[src/rtl/mem_access_if.sv]
// mem_access_if: data-memory request/acknowledge bus.
// Signals:
//   dmem_req   - request, held until acknowledged
//   dmem_we    - 1 = store, 0 = load
//   dmem_addr  - bus address
//   dmem_wdata - store data
//   dmem_ack   - acknowledge, completes the transfer when seen with dmem_req
//   dmem_rdata - load data, valid on the acknowledging edge
// Modports: master (memory-access stage), slave (memory).
interface mem_access_if;
    logic        dmem_req;
    logic        dmem_we;
    logic [31:0] dmem_addr;
    logic [31:0] dmem_wdata;
    logic        dmem_ack;
    logic [31:0] dmem_rdata;
    modport master (output dmem_req, dmem_we, dmem_addr, dmem_wdata, input dmem_ack, dmem_rdata);
    modport slave  (input dmem_req, dmem_we, dmem_addr, dmem_wdata, output dmem_ack, dmem_rdata);
endinterface

[src/rtl/mem_access.sv]
// mem_access: memory-access stage, one data-memory transfer per MEM phase.
// Ports:
//   clk, rst (async, active-low)
//   state, mem_read_in, mem_write_in, reg_write_in, write_reg_in,
//   mem_addr, mem_write_data, alu_result  - exec results, captured in IDLE when state==3
//   bus (mem_access_if.master)            - data-memory request/ack bus
//   reg_write_out, write_reg_out, wb_data - write-back result, updated on entry to DONE
//   done, busy, err                       - sequencer status
// Optional feature: define MEM_ALIGN_CHECK_EN to fail misaligned loads/stores without a bus request.
module mem_access #(
    parameter int unsigned WAIT_LIMIT = 255
) (
    input  logic                clk,
    input  logic                rst,
    input  logic [2:0]          state,
    input  logic                mem_read_in,
    input  logic                mem_write_in,
    input  logic                reg_write_in,
    input  logic [4:0]          write_reg_in,
    input  logic [31:0]         mem_addr,
    input  logic [31:0]         mem_write_data,
    input  logic [31:0]         alu_result,
    mem_access_if.master        bus,
    output logic                reg_write_out,
    output logic [4:0]          write_reg_out,
    output logic [31:0]         wb_data,
    output logic                done,
    output logic                busy,
    output logic                err
);
    typedef enum logic [1:0] {IDLE, REQ, DONE} st_e;
    st_e         st_q, st_d;
    logic        we_q, we_d, rw_q, rw_d, rwo_q, rwo_d, err_q, err_d;
    logic [4:0]  wr_q, wr_d, wro_q, wro_d;
    logic [7:0]  cnt_q, cnt_d;
    logic [31:0] addr_q, addr_d, wdata_q, wdata_d, alu_q, alu_d, wb_q, wb_d;
    logic        misalign;
`ifdef MEM_ALIGN_CHECK_EN
    assign misalign = (mem_read_in | mem_write_in) & (mem_addr[1:0] != 2'b00);
`else
    assign misalign = 1'b0;
`endif
    always_comb begin
        st_d    = st_q;
        we_d    = we_q;
        rw_d    = rw_q;
        wr_d    = wr_q;
        addr_d  = addr_q;
        wdata_d = wdata_q;
        alu_d   = alu_q;
        cnt_d   = cnt_q;
        rwo_d   = rwo_q;
        wro_d   = wro_q;
        wb_d    = wb_q;
        err_d   = err_q;
        case (st_q)
            IDLE: if (state == 3'd3) begin
                we_d    = mem_write_in;
                rw_d    = reg_write_in;
                wr_d    = write_reg_in;
                addr_d  = mem_addr;
                wdata_d = mem_write_data;
                alu_d   = alu_result;
                cnt_d   = '0;
                if ((mem_read_in | mem_write_in) & ~misalign) begin
                    st_d = REQ;
                end else begin
                    st_d  = DONE;
                    rwo_d = reg_write_in & (write_reg_in != 5'd0) & ~misalign;
                    wro_d = write_reg_in;
                    wb_d  = alu_result;
                    err_d = misalign;
                end
            end
            REQ: if (bus.dmem_ack) begin
                st_d  = DONE;
                rwo_d = rw_q & (wr_q != 5'd0);
                wro_d = wr_q;
                wb_d  = we_q ? alu_q : bus.dmem_rdata;
                err_d = 1'b0;
            end else if (cnt_q == 8'(WAIT_LIMIT - 1)) begin
                // ack on the final edge still wins over the timeout
                st_d  = DONE;
                rwo_d = 1'b0;
                wro_d = wr_q;
                wb_d  = alu_q;
                err_d = 1'b1;
            end else begin
                cnt_d = cnt_q + 8'd1;
            end
            DONE: st_d = IDLE;
            default: st_d = IDLE;
        endcase
    end
    always_ff @(posedge clk or negedge rst) begin
        if (!rst) begin
            st_q    <= IDLE;
            we_q    <= 1'b0;
            rw_q    <= 1'b0;
            wr_q    <= '0;
            addr_q  <= '0;
            wdata_q <= '0;
            alu_q   <= '0;
            cnt_q   <= '0;
            rwo_q   <= 1'b0;
            wro_q   <= '0;
            wb_q    <= '0;
            err_q   <= 1'b0;
        end else begin
            st_q    <= st_d;
            we_q    <= we_d;
            rw_q    <= rw_d;
            wr_q    <= wr_d;
            addr_q  <= addr_d;
            wdata_q <= wdata_d;
            alu_q   <= alu_d;
            cnt_q   <= cnt_d;
            rwo_q   <= rwo_d;
            wro_q   <= wro_d;
            wb_q    <= wb_d;
            err_q   <= err_d;
        end
    end
    assign bus.dmem_req   = (st_q == REQ);
    assign bus.dmem_we    = (st_q == REQ) & we_q;
    assign bus.dmem_addr  = (st_q == REQ) ? addr_q : '0;
    assign bus.dmem_wdata = (st_q == REQ) ? wdata_q : '0;
    assign reg_write_out  = rwo_q;
    assign write_reg_out  = wro_q;
    assign wb_data        = wb_q;
    assign done           = (st_q == DONE);
    assign busy           = (st_q != IDLE);
    assign err            = (st_q == DONE) & err_q;
endmodule

[src/flat_wrapper.sv]
// flat-port wrapper written by rule: the top's interface ports become plain ports
module mem_access_flat 
#(
    parameter int unsigned WAIT_LIMIT = 255
)
  (clk, rst, state, mem_read_in, mem_write_in, reg_write_in, write_reg_in, mem_addr, mem_write_data, alu_result, reg_write_out, write_reg_out, wb_data, done, busy, err, bus_dmem_req, bus_dmem_we, bus_dmem_addr, bus_dmem_wdata, bus_dmem_ack, bus_dmem_rdata);
  mem_access_if bus_i ();
  input  logic clk;
  input  logic rst;
  input  logic [2:0] state;
  input  logic mem_read_in;
  input  logic mem_write_in;
  input  logic reg_write_in;
  input  logic [4:0] write_reg_in;
  input  logic [31:0] mem_addr;
  input  logic [31:0] mem_write_data;
  input  logic [31:0] alu_result;
  output logic reg_write_out;
  output logic [4:0] write_reg_out;
  output logic [31:0] wb_data;
  output logic done;
  output logic busy;
  output logic err;
  output wire logic [$bits(bus_i.dmem_req)-1:0] bus_dmem_req;
  output wire logic [$bits(bus_i.dmem_we)-1:0] bus_dmem_we;
  output wire logic [$bits(bus_i.dmem_addr)-1:0] bus_dmem_addr;
  output wire logic [$bits(bus_i.dmem_wdata)-1:0] bus_dmem_wdata;
  input wire logic [$bits(bus_i.dmem_ack)-1:0] bus_dmem_ack;
  input wire logic [$bits(bus_i.dmem_rdata)-1:0] bus_dmem_rdata;
  assign bus_dmem_req = bus_i.dmem_req;
  assign bus_dmem_we = bus_i.dmem_we;
  assign bus_dmem_addr = bus_i.dmem_addr;
  assign bus_dmem_wdata = bus_i.dmem_wdata;
  assign bus_i.dmem_ack = bus_dmem_ack;
  assign bus_i.dmem_rdata = bus_dmem_rdata;
  mem_access #(.WAIT_LIMIT(WAIT_LIMIT)) u_core (.clk(clk), .rst(rst), .state(state), .mem_read_in(mem_read_in), .mem_write_in(mem_write_in), .reg_write_in(reg_write_in), .write_reg_in(write_reg_in), .mem_addr(mem_addr), .mem_write_data(mem_write_data), .alu_result(alu_result), .bus(bus_i), .reg_write_out(reg_write_out), .write_reg_out(write_reg_out), .wb_data(wb_data), .done(done), .busy(busy), .err(err));
endmodule
[config.mk]
export PLATFORM = sky130hd
export DESIGN_NAME = mem_access_flat
export DESIGN_NICKNAME = d
export VERILOG_FILES = /design/src/rtl/mem_access_if.sv /design/src/rtl/mem_access.sv /design/src/flat_wrapper.sv
export SDC_FILE = /design/constraint.sdc
export NUM_CORES = 1
export LEC_CHECK = 0
export BUFFER_PORTS_ARGS = -buffer_cell sky130_fd_sc_hd__buf_2
export CORE_UTILIZATION = 51
export CTS_CLUSTER_DIAMETER = 80
export DETAILED_ROUTE_END_ITERATION = 10
export PLACE_DENSITY_LB_ADDON = 0.25
export SYNTH_ARGS = -nofsm -noshare
export SYNTH_HDL_FRONTEND = slang
export SYNTH_SLANG_ARGS = --single-unit
[constraint.sdc]
create_clock -name clk -period 2 [get_ports clk]
set_input_delay 0.5 -clock clk [delete_from_list [all_inputs] [get_ports clk]]
set_output_delay 0.5 -clock clk [all_outputs]
set_load 0.1 [all_outputs]
# Word level (Yosys, flattened, before mapping)
# Index checks and enable logic that the tools add are counted.
[totals]
ff_bits = 152
out_inout_bits = 107
wordCells = 68
[op_classes]
mux = 32
reduce_logical = 9
bitwise_logic = 5
eq_ne = 9
addsub = 1
[op_table]
columns = ["cell", "count"]
rows = [
  ["32-bit 2-to-1 mux", 7],
  ["32-bit one-hot mux with 2 select lines", 1],
  ["8-bit 2-to-1 mux", 3],
  ["5-bit 2-to-1 mux", 4],
  ["8-bit one-hot mux with 2 select lines", 1],
  ["5-bit one-hot mux with 2 select lines", 1],
  ["5-bit nonzero test", 2],
  ["8-bit by 1-bit adder with 8-bit output, second input constant", 1],
  ["8-bit equality test, second input constant", 1],
  ["1-bit 2-to-1 mux", 8],
  ["2-bit 2-to-1 mux", 4],
  ["4-bit AND reduction", 2],
  ["2-bit inequality test, second input constant", 3],
  ["1-bit AND", 4],
  ["1-bit one-hot mux with 2 select lines", 2],
  ["2-bit one-hot mux with 2 select lines", 1],
  ["2-bit AND reduction", 2],
  ["2-bit nonzero test", 2],
  ["3-bit by 2-bit equality test with 1-bit output, second input constant", 1],
  ["3-bit by 1-bit inequality test with 1-bit output, second input constant", 1],
  ["2-bit by 1-bit equality test with 1-bit output, second input constant", 1],
  ["2-bit equality test, second input constant", 1],
  ["2-bit zero test", 1],
  ["2-bit by 1-bit inequality test with 1-bit output, second input constant", 1],
  ["1-bit bitwise OR", 1],
]

# Depth between registers and ports, before layout
[logic_depth]
depth_word = 5
depth_mapped = 7
depth_no_buf = 6

# Least setup slack after synthesis
# Ideal clock, no wire load.
[synth_timing]
kind = "reg-to-output"
from = "reg u_core.st_q[1]"
to = "out bus_dmem_addr[23]"
required_time_ns = 1.500
setup_slack_ns = -1.314
stages_incl_launch_ff = 7
arrival_ns = 2.814
path_buffers = 3
path_cell_list = "dfrtp_1 -> nand2b_1 -> buf_2 -> inv_1 -> buf_2 -> clkbuf_1 -> and2_1"
[synth_between]
elab_chain_cells = 2
[synth_rtl]
columns = ["element", "line", "rtl"]
rows = [
  ["start, declared", "mem_access.sv:32", "st_e st_q, st_d;"],
  ["start signal, assigned", "mem_access.sv:110", "st_q <= st_d;"],
  ["2-bit by 1-bit equality test with 1-bit output", "-", ""],
  ["net bus_dmem_req", "flat_wrapper.sv:24", "output wire logic [$bits(bus_i.dmem_req)-1:0] bus_dmem_req;"],
  ["32-bit 2-to-1 mux", "mem_access.sv:126", "assign bus.dmem_addr = (st_q == REQ) ? addr_q : '0;"],
  ["end, declared", "flat_wrapper.sv:26", "output wire logic [$bits(bus_i.dmem_addr)-1:0] bus_dmem_addr;"],
]
# The timed path passes the listed nets, and every way through them passes these cells.

# Final worst setup path
[layout_timing]
from = "reg u_core.st_q[1]"
to = "out bus_dmem_wdata[28]"
[layout_between]
elab_chain_cells = 2
[layout_rtl]
columns = ["element", "line", "rtl"]
rows = [
  ["2-bit by 1-bit equality test with 1-bit output", "mem_access.sv:127", "assign bus.dmem_wdata = (st_q == REQ) ? wdata_q : '0;"],
  ["32-bit 2-to-1 mux", "mem_access.sv:127", ""],
  ["end, declared", "flat_wrapper.sv:27", "output wire logic [$bits(bus_i.dmem_wdata)-1:0] bus_dmem_wdata;"],
]
# No other way between the ends.

==> impl_results.md <==
* CP Launch Type: flop
* Mapped Nets at a little over 900
* FFs w/ async S/R, synth at 100.0%
* Cell variety after synth at 33
* Worst-margin pin slew at 0.5377 ns
* H-tree depth at 4
* Nets@finish at 1,185
* Vias per cell at 5.113
* Fillers at around 890
* Max_cap viols at 0
* Worst-path clk slew at 0.06 ns
* Net Switching at 6.235 mW
* ANT nets after route at 0
* CTS Root Cell: clkbuf_16
* Sequential fraction of the synthesis area at 51.87%
* Die W at 121.9 um
* GRT Util Overall at 27.55%
* Hold Crit Start: mem_write_data[24]
* Slew HR at 64.40%
* Chip Height at 121.9 um
* CP Data Required Time at 1.50 ns
* P_leak at a little under 6 nW
* Drt drc at 0
* Net Sw Frac at around 44%
* Antenna violations before repair at 0
* Worst Setup Path Type: reg2out
* Largest net degree at the start of global routing at 73
* RR Endpoint: u_core.write_reg_out[1]$_DFFE_PN0P_
* Peak VDD IR at 1.202 mV
* Cell area after layout at 10,990 um2
* Mean post-synth cell area at 9.366 um2
* Fmax at 466.5 MHz
* Clock Latency Late Sink at approximately 0.42 ns
* Setup WS post-layout at -0.1437 ns
* Post-synth top cells: nand2_1 (363), dfrtp_1 (152), and2_1 (66), mux2_4 (38)
* Gp weighted congestion at 0.7742
* Routed WL at between 20 and 25 mm
* Combinational share of power at roughly 44%
* Bufs on Longest Clock Path at 2
* Top cells by area, synth: dfrtp_1 (52%), nand2_1 (19%), mux2_4 (7.8%), and2_1 (5.6%), mux2i_1 (4.6%)
* Synthesized area at 7333 um2
* Worst Hold Slack at 0.2713 ns
* Setup violations, final at 66
* Slew Viols, Final at 0
* Top cell type's share of synthesized area at 51.87%
* Number of synthesized flops with an enable pin at 0
* Synth-to-Final Area Change at 49.92%
* P_int at 7.898 mW
* Row Count at 43
* Yosys warning total at 0
* First drt pass iteration count at 5
* Total core area at 13,930 um2
* Post-route minimum period at 2.144 ns
* Sequential Power Share at around a third
* RSZ-0062 raised after global routing: yes
* Worst Reg-to-Reg Cells at 8
* Clock share of power at 24.0%
* Fin crit share at 107.2%
* Final hold viol count at 0
* IO Count at 249
* Setup TNS Final at -7.881 ns
* # port buffers at between 200 and 250
* Clock Skews at 0.008460 ns
* Share of cells above drive strength 1 at 40.89%
* Overflow left after global routing at 0
* Final HPWL DP at 13.01 mm
* Most frequent cell after synthesis: nand2_1
* Initial Utilization at 52.63%
* CTS Buf Count at 17
* Reg2reg setup slack at 0.10 ns
* Crit path max fanout at 6
* Drt wl/cell at 16.66 um
* Die ar. at approximately 15,000 um2
* Vias in the first global route at 6,164
* Hold worst-path end: u_core.wdata_q[24]$_DFFE_PN0P_
* Post-synthesis instance total at 783
* R2R Path Start: u_core.st_q[1]$_DFFE_PN0P_
* CP Data Arrival Time at 1.64 ns
* Hold crit path type: in2reg
* Cell taking the most area after synthesis: dfrtp_1
* Status: finished with violations
* CTS Sinks at 152
* Ys flop type: dfrtp_1
* Type of element capturing the critical path: output port
* Final Power at 14.13 mW
* First-pass GRT wire length at between 30 and 40 mm
* CTS tree: yes
* Hold depth at 3
* Failing checks: negative setup slack
* Yosys reg bits at between 150 and 200
* DR vias at 6,309
* Pwr per Cell Area at 1285 nW/um2
* N_diodes at 0
* Initial drt markers at roughly 300
* Dpl cell area at between 9000 and 10,000 um2
flip-flops by register name (all words and copies together), names as in the netlist:
register              cells
u_core.addr_q            32
u_core.wdata_q           32
u_core.alu_q             32
u_core.reg_write_out      1
u_core.cnt_q              8
u_core.write_reg_out      5
u_core.err_q              1
u_core.rw_q               1
u_core.st_q               2
u_core.wb_data           32
u_core.we_q               1
u_core.wr_q               5
logic make-up after synthesis:
family / Yosys count / share of synthesized area, %
buf+inv: 51 / 4.743
flops: 152 / 51.87
simple gates: 459 / 26.89
fa+ha+maj: 2 / 0.3412
compound gates: 46 / 3.617
mux: 72 / 12.42
xor+xnor: 1 / 0.1195
routing by layer:
layer	global-route usage, %	up-vias	wire length [um]
li1	-	3010	-
met4	9.645	0	382
met2	46.40	231	10500
met1	34.43	3034	8227
met5	0	-	0
met3	6.788	34	1447
power by group through the flow:
stage | clock (mW) | sequential [mW] | combinational (mW)
finish | 3.39 | 4.55 | 6.19
global route | 3.57 | 4.64 | 6.48
CTS | 3.44 | 4.52 | 6.13
detailed placement | 0 | 4.55 | 6.00
global placement | 0 | 4.53 | 5.89
floorplan | 0 | 7.04 | 2.13
cell usage in the layout (no fill, tap or decap), types with 2 or more instances in the layout:
| cell | count |
|---|---|
| nand2_1 | 363 |
| buf_2 | 178 |
| dfrtp_1 | 151 |
| buf_12 | 82 |
| and2_4 | 66 |
| mux2_4 | 38 |
| mux2i_1 | 34 |
| o21ai_0 | 34 |
| clkbuf_16 | 22 |
| buf_4 | 12 |
| nand3_1 | 10 |
| clkinv_2 | 5 |
| buf_16 | 5 |
| or4_1 | 4 |
| nor2_1 | 4 |
| o21ai_1 | 4 |
| bufinv_16 | 4 |
| o211ai_1 | 3 |
| clkbuf_1 | 3 |
| clkbuf_8 | 3 |
| buf_6 | 3 |
| inv_1 | 2 |
| o31ai_1 | 2 |
| ha_1 | 2 |
worst max-delay path, stage by stage, from the launching register on:
cell       delay [ns]
dfrtp_1          0.38
nand2b_4         0.17
inv_8            0.07
buf_8            0.13
clkbuf_16        0.15
and2_4           0.15
buf_12           0.16
layout make-up:
cell class                      count  area (um2)  share of cell area, %
Inverter                            3       18.77                 0.1707
Clock buffer                       23       478.0                  4.347
Multi-Input combinational cell    580        3378                  30.73
Sequential cell                   152        3805                  34.61
Tap cell                          180       225.2                  2.048
Clock inverter                      9       145.1                  1.320
Timing Repair Buffer              287        2944                  26.78
how the worst max path moves through the flow:
stage	slack, ns	to	cells past startpoint	start
2_1_floorplan	-0.05	bus_dmem_addr[24]	6	u_core.st_q[1]$_DFFE_PN0P_
3_3_place_gp	0.06	u_core.wb_data[5]$_DFFE_PN0P_	6	mem_write_in
3_5_place_dp	-0.01	u_core.wb_data[11]$_DFFE_PN0P_	6	mem_write_in
4_1_cts	-0.16	bus_dmem_wdata[3]	6	u_core.st_q[1]$_DFFE_PN0P_
5_1_grt	-0.20	bus_dmem_wdata[15]	6	u_core.st_q[1]$_DFFE_PN0P_
6_report	-0.14	bus_dmem_wdata[28]	6	u_core.st_q[1]$_DFFE_PN0P_
metrics by stage:
stage,util (%),cells,setup WS (ns)
3_3_place_gp,71.12,1179,0.06271
4_1_cts,77.60,1226,-0.1620
3_5_place_dp,71.12,1179,-0.01326
2_1_floorplan,-,783,-0.05224
5_1_grt,78.90,1234,-0.2024
6_report,78.90,1234,-0.1437
repair_timing:
item,4_1_cts,5_1_grt
buffers inserted,9,3
cloned,5,6
hold buffers,1,0
pin swaps,14,23
setup endpoints to repair,68,90
endpoints found under the hold margin,28,0
resized for setup,21,12
Power figures use the tool's default switching activity.
